$ cat src/rtl/apb4_master_bridge.sv
// APB4 requester: turns a valid/ready command stream into one APB4 transfer at a time
// and returns one response per command, with an optional ACCESS-phase wait-state timeout.
module apb4_master_bridge #(
    parameter int unsigned ADDR_WIDTH     = 3,
    parameter int unsigned DATA_WIDTH     = 32,
    parameter int unsigned TIMEOUT_CYCLES = 16,
    parameter logic [2:0]  PPROT_VAL      = 3'b000
) (
    input  logic                      pclk,
    input  logic                      presetn,
    input  logic                      cmd_valid,
    output logic                      cmd_ready,
    input  logic                      cmd_write,
    input  logic [ADDR_WIDTH-1:0]     cmd_addr,
    input  logic [DATA_WIDTH-1:0]     cmd_wdata,
    input  logic [DATA_WIDTH/8-1:0]   cmd_strb,
    output logic                      rsp_valid,
    input  logic                      rsp_ready,
    output logic [DATA_WIDTH-1:0]     rsp_rdata,
    output logic                      rsp_err,
    output logic                      rsp_timeout,
    output logic                      psel,
    output logic                      penable,
    output logic                      pwrite,
    output logic [ADDR_WIDTH-1:0]     paddr,
    output logic [DATA_WIDTH-1:0]     pwdata,
    output logic [DATA_WIDTH/8-1:0]   pstrb,
    output logic [2:0]                pprot,
    input  logic                      pready,
    input  logic [DATA_WIDTH-1:0]     prdata,
    input  logic                      pslverr
);

    localparam int unsigned STRB_WIDTH = DATA_WIDTH / 8;
    localparam int unsigned CNT_WIDTH  = (TIMEOUT_CYCLES > 0) ? $clog2(TIMEOUT_CYCLES + 1) : 1;
    localparam logic [CNT_WIDTH-1:0] CNT_LAST = CNT_WIDTH'(TIMEOUT_CYCLES - 1);

    typedef enum logic [1:0] {
        IDLE   = 2'd0,
        SETUP  = 2'd1,
        ACCESS = 2'd2,
        RESP   = 2'd3
    } state_t;

    state_t               state;
    logic [CNT_WIDTH-1:0] wait_cnt;

    // Gated by presetn so no command can be taken while reset is held.
    assign cmd_ready = (state == IDLE) && presetn;
    assign pprot     = PPROT_VAL;

    always_ff @(posedge pclk or negedge presetn) begin
        if (!presetn) begin
            state       <= IDLE;
            psel        <= 1'b0;
            penable     <= 1'b0;
            pwrite      <= 1'b0;
            paddr       <= '0;
            pwdata      <= '0;
            pstrb       <= '0;
            rsp_valid   <= 1'b0;
            rsp_rdata   <= '0;
            rsp_err     <= 1'b0;
            rsp_timeout <= 1'b0;
            wait_cnt    <= '0;
        end else begin
            unique case (state)
                IDLE: begin
                    if (cmd_valid) begin
                        psel   <= 1'b1;
                        pwrite <= cmd_write;
                        paddr  <= cmd_addr;
                        pwdata <= cmd_wdata;
                        pstrb  <= cmd_write ? cmd_strb : {STRB_WIDTH{1'b0}};
                        state  <= SETUP;
                    end
                end
                SETUP: begin
                    penable  <= 1'b1;
                    wait_cnt <= '0;
                    state    <= ACCESS;
                end
                ACCESS: begin
                    // A ready slave wins over a timeout expiring in the same cycle.
                    if (pready) begin
                        psel      <= 1'b0;
                        penable   <= 1'b0;
                        pwrite    <= 1'b0;
                        rsp_valid <= 1'b1;
                        rsp_err   <= pslverr;
                        rsp_rdata <= pwrite ? {DATA_WIDTH{1'b0}} : prdata;
                        state     <= RESP;
                    end else if ((TIMEOUT_CYCLES != 0) && (wait_cnt == CNT_LAST)) begin
                        psel        <= 1'b0;
                        penable     <= 1'b0;
                        pwrite      <= 1'b0;
                        rsp_valid   <= 1'b1;
                        rsp_err     <= 1'b1;
                        rsp_timeout <= 1'b1;
                        rsp_rdata   <= '0;
                        state       <= RESP;
                    end else begin
                        wait_cnt <= wait_cnt + CNT_WIDTH'(1);
                    end
                end
                RESP: begin
                    if (rsp_ready) begin
                        rsp_valid   <= 1'b0;
                        rsp_err     <= 1'b0;
                        rsp_timeout <= 1'b0;
                        state       <= IDLE;
                    end
                end
                default: state <= IDLE;
            endcase
        end
    end

endmodule
$ cat config.mk
export PLATFORM = sky130hd
export DESIGN_NAME = apb4_master_bridge
export DESIGN_NICKNAME = d
export VERILOG_FILES = /design/src/rtl/apb4_master_bridge.sv
export SDC_FILE = /design/constraint.sdc
export NUM_CORES = 1
export LEC_CHECK = 0
export BUFFER_PORTS_ARGS = -buffer_cell sky130_fd_sc_hd__buf_2
export CELL_PAD_IN_SITES_DETAIL_PLACEMENT = 0
export CELL_PAD_IN_SITES_GLOBAL_PLACEMENT = 2
export CORE_ASPECT_RATIO = 0.6
export CORE_MARGIN = 5
export CORE_UTILIZATION = 27
export CTS_BUF_LIST = sky130_fd_sc_hd__clkbuf_8
export DETAILED_ROUTE_END_ITERATION = 10
export PLACE_DENSITY = 0.78
export SYNTH_ARGS = -nofsm -noshare
export SYNTH_HDL_FRONTEND = slang
export SYNTH_SLANG_ARGS = --single-unit
$ cat constraint.sdc
create_clock -name pclk -period 1.9 [get_ports pclk]
set_clock_uncertainty 0.1 [all_clocks]
set_input_delay 0.19 -clock pclk [delete_from_list [all_inputs] [get_ports pclk]]
set_output_delay 0.19 -clock pclk [all_outputs]
set_load 0.02 [all_outputs]
* After elaboration in Yosys (flattened, before gate mapping) *
Cells that the tools add are included.

word-level totals
  flip-flop bits (word level) = 84
  output and inout port bits = 81
  word-level logic and storage cells = 64

operators by class
  add/subtract/negate cells = 1
  eq/ne operators = 10
  multiplexer cells = 27
  reduce and logical (&&, ||, !) cells = 14

operators by type and width
  kind                                                 number
  2-to-1 mux 32 bit                                    3
  one-hot mux 1 bit (2 select lines)                   6
  AND reduction 3 bit                                  4
  2-to-1 mux 5 bit                                     2
  != test 2 bit, second input constant                 5
  one-hot mux 5 bit (2 select lines)                   1
  2-to-1 mux 1 bit                                     9
  2-to-1 mux 2 bit                                     4
  one-hot mux 2 bit (4 select lines)                   1
  nonzero test 2 bit                                   4
  AND reduction 2 bit                                  3
  adder 5 x 1 -> 5 bit, second input constant          1
  equality test 5 x 4 -> 1 bit, second input constant  1
  equality test 2 bit, second input constant           2
  2-to-1 mux 4 bit                                     1
  AND reduction 4 bit                                  1
  != test 3 bit, second input constant                 1
  equality test 2 x 1 -> 1 bit, second input constant  1
  logical NOT 2 bit                                    1
  logical AND 1 bit                                    1

* Logic depth before layout (Yosys ltp) *
  depth after elaboration = 4
  depth in mapped cells = 6

* Worst setup path after synthesis *
Ideal clock, no wire load.

  path type = reg2reg
  from = reg wait_cnt[0]
  to = reg wait_cnt[0]
  setup time = 0.125 ns
  arrival = 1.611 ns
  slack = 0.065 ns
  cell stages (with the launch flop) = 7
  path buffers = 0
  period minus slack after synthesis = 1.835 ns
  path through = dfrtp_1 -> ha_1 -> and3_1 -> ha_1 -> o21ai_2 -> nand2_1 -> mux2_2

on the way
  word-level cells in the longest chain between the ends = 4

ends and longest elaborated chain
  item                                RTL line  RTL
  start: declaration                  46        logic [CNT_WIDTH-1:0] wait_cnt;
  start signal: assignment            103       wait_cnt <= wait_cnt + CNT_WIDTH'(1);
  adder 5 x 1 -> 5 bit                103
  2-to-1 mux 5 bit                    93        end else if ((TIMEOUT_CYCLES != 0) && (wait_cnt == CNT_LAST)) begin
  2-to-1 mux 5 bit                    85        if (pready) begin
  one-hot mux 5 bit (2 select lines)  67        unique case (state)

Parallel ways exist; a longest one is shown, timed or not. The select of a mux whose other input is x is not followed.
A chain may end at the register's enable or synchronous reset.

* Worst setup path in the final report *
  from = reg wait_cnt[1]
  to = reg wait_cnt[3]

Same word-level chain as after synthesis.

==> metrics.txt <==
HP Class in2reg; CP max stage cell dfrtp_1; Num CTS Buffers 9; Final Setup Violations 0; most common cell after layout, fill and taps aside buf_2; post-DR vias/cell 4.30; Cell Area, Synth 0.00331 mm2; WL final 9380 um; CP endpoint kind register; Iteration-0 DRC Markers 53; power share of the sequential group 0.355; Most used DFF post-synth dfrtp_1; Routed Antenna Nets 0; f_max 551 MHz; Die Height 95.8 um; fraction of layout cells with a size suffix above 1 0.465; minimum clock period after layout 1810 ps; Port Buffers 155; H-tree Lvls 3; Compound-Gate Fraction of Synth Area 0.130; antenna violations before repair 0; yosys warns 0; Fillers 1,132; fin area 0.00538 mm2; Post-Syn Instances 234; switch share 0.380; total congestion overflow 0; largest family of logic cells by synthesized area multiplexers; number of global-route vias before repair 2,858; worst-case vdd ir drop 0.000699 V; placed cell area 0.00432 mm2; antenna cells 0; clock sink count 84; FF+latch area 0.00210 mm2; # rows 31; final hold vios 0; P_int 5360 uW; share of total power in the clock network 0.192; Lkg Pwr 0.00268 uW; routed vias 2,750; Worst Path Required 2040 ps; crit path max fanout 6; fin. max-slew vios 0; non-filler instance count after layout 640; unrepaired setup endpoints after global routing no; MaxCap Viol Count 0; initial core utilization 0.276; switching pwr 3280 uW; Worst Path Buf+Inv 0; Area Overhead vs Synth 62.5%; Post-Synth XOR/XNOR Area 0; Detailed Place HPWL 6290 um; Placed Cells 550; core area 0.0120 mm2; WL/cell 14.7 um; # Post-CTS Setup Buffers 0; Synth Area in Simple Gates 0.0457; gr usage total 0.130; Gate power share 0.453; DRC 0; Avg Inst Size Synth 14.2 um2; CP Cell Sequence ha_2 > and3_4 > ha_4 > nor3b_4 > nand4_1 > mux2i_1; Synth async-reset ratio 1.00; clk slew on worst S/H paths 80 ps; clk root buf clkbuf_8; Crit path arrival time 1950 ps; Die ar. 0.0147 mm2; critical path's top delay family simple AND/OR/NAND/NOR gates; type of the worst setup path reg2reg; GP Congestion 0.724; CTS tree done; DIE WIDTH 153 um; CTS max path bufs 2; Multi-input gate area 0.00114 mm2; PwrDens 1600 mW/mm2; power consumption 8630 uW; period utilization 0.955; Post-Synth Adder-Cell Area 0.0227; sequential share of the synthesized area 0.634; critical path's largest stage delay 410 ps; status complete, no violations; Nets 554; largest net degree at the start of global routing 85; first-pass GRT wire length 15,200 um; Worst Setup Start Kind register; IO Count 159; Setup TNS 0 ps; final hold slack 34.6 ps; clock latency on the worst-skew pair 350 ps; #FFs+latches synth 84; DR pass1 iterations 4; multiplexer share of the synthesized area 0.131; most frequent cells in the layout buf_2, dfrtp_1, dlygate4sd3_1; Post-synth EDFFs 0; Yosys cell types 31
[power groups by stage]
stage	Combinational (uW)	Sequential [uW]	Clock [uW]
6_report	3910	3070	1650
5_1_grt	4230	3180	1790
4_1_cts	3950	3070	1710
3_5_place_dp	3760	3100	0
3_3_place_gp	3700	3060	0
2_1_floorplan	1420	4040	0
[tightest hold or removal path, cell delays in order]
cell and delay [ps]:
buf_2 130, nand2_1 50, o21ai_0 60
[Yosys cell counts, types with 2 or more instances]
| library cell | number | area [um2] |
|---|---|---|
| nor2_1 | 2 | 7.51 |
| buf_2 | 9 | 45.0 |
| buf_4 | 6 | 45.0 |
| mux2i_1 | 3 | 30.0 |
| mux2_2 | 31 | 349 |
| ha_1 | 6 | 75.1 |
| a31oi_1 | 2 | 12.5 |
| inv_1 | 7 | 26.3 |
| nand2_1 | 10 | 37.5 |
| nor3_1 | 2 | 10.0 |
| a21oi_1 | 2 | 10.0 |
| dfrtp_1 | 84 | 2100 |
| o21ai_0 | 11 | 55.1 |
| a22o_1 | 35 | 307 |
| nor2b_1 | 4 | 25.0 |
| mux2_1 | 5 | 56.3 |
[worst paths after layout]
path | depth (start not counted) | slack (ps) | startpoint | end
setup / recovery | 6 | 90 | wait_cnt[1] | wait_cnt[3]
hold / removal | 3 | 30 | cmd_write | pstrb[1]
setup reg to reg | 6 | 90 | wait_cnt[1] | wait_cnt[3]
hold reg to reg | 2 | 390 | pstrb[2] | pstrb[2]
max in group asynchronous | 3 | 1000 | presetn | paddr[1]
min in group asynchronous | 3 | 300 | presetn | rsp_rdata[19]
[area by class of cell]
class | count | share of cell area
clock buffer | 9 | 0.0230
clock inverter | 7 | 0.0260
inverter | 7 | 0.00488
multi-input combinational | 130 | 0.211
sequential | 84 | 0.391
tap | 165 | 0.0384
timing repair buffer | 238 | 0.306
[state kept, by name, summed over array words and instances (netlist names)]
register     count
state            2
rsp_timeout      1
pstrb            4
wait_cnt         5
psel             1
rsp_err          1
rsp_valid        1
pwdata          32
pwrite           1
penable          1
paddr            3
rsp_rdata       32
[metal layers]
metal,routed length [um],global-route usage,vias up
met3,619,0.0463,10
met5,0,0,-
met1,4230,0.168,1341
li1,-,-,1310
met4,107,0.0393,0
met2,4420,0.207,89
[what timing repair did]
| action | CTS | global route |
|---|---|---|
| hold buffers | 73 | 0 |
| setup endpoints to repair | 2 | 23 |
| cloned | 1 | 0 |
| endpoints found under the hold margin | 155 | 0 |
| gates resized for setup | 2 | 5 |
| pin swaps | 1 | 3 |
[cells by family after synthesis]
| family | count (synthesis) |
|---|---|
| AO/OA/AOI/OAI | 55 |
| adder cells (fa/ha/maj) | 6 |
| buffers and inverters | 22 |
| flip-flops | 84 |
| multiplexers | 39 |
| other | 1 |
| AND/OR/NAND/NOR | 27 |
[metrics by stage]
step,setup slack [ps],util
floorplan,64.8,-
global placement,54.3,0.359
detailed placement,0.146,0.359
CTS,20.1,0.446
global route,1.13,0.448
finish,85.3,0.448
Note: power is estimated with default switching activity, not from simulation.
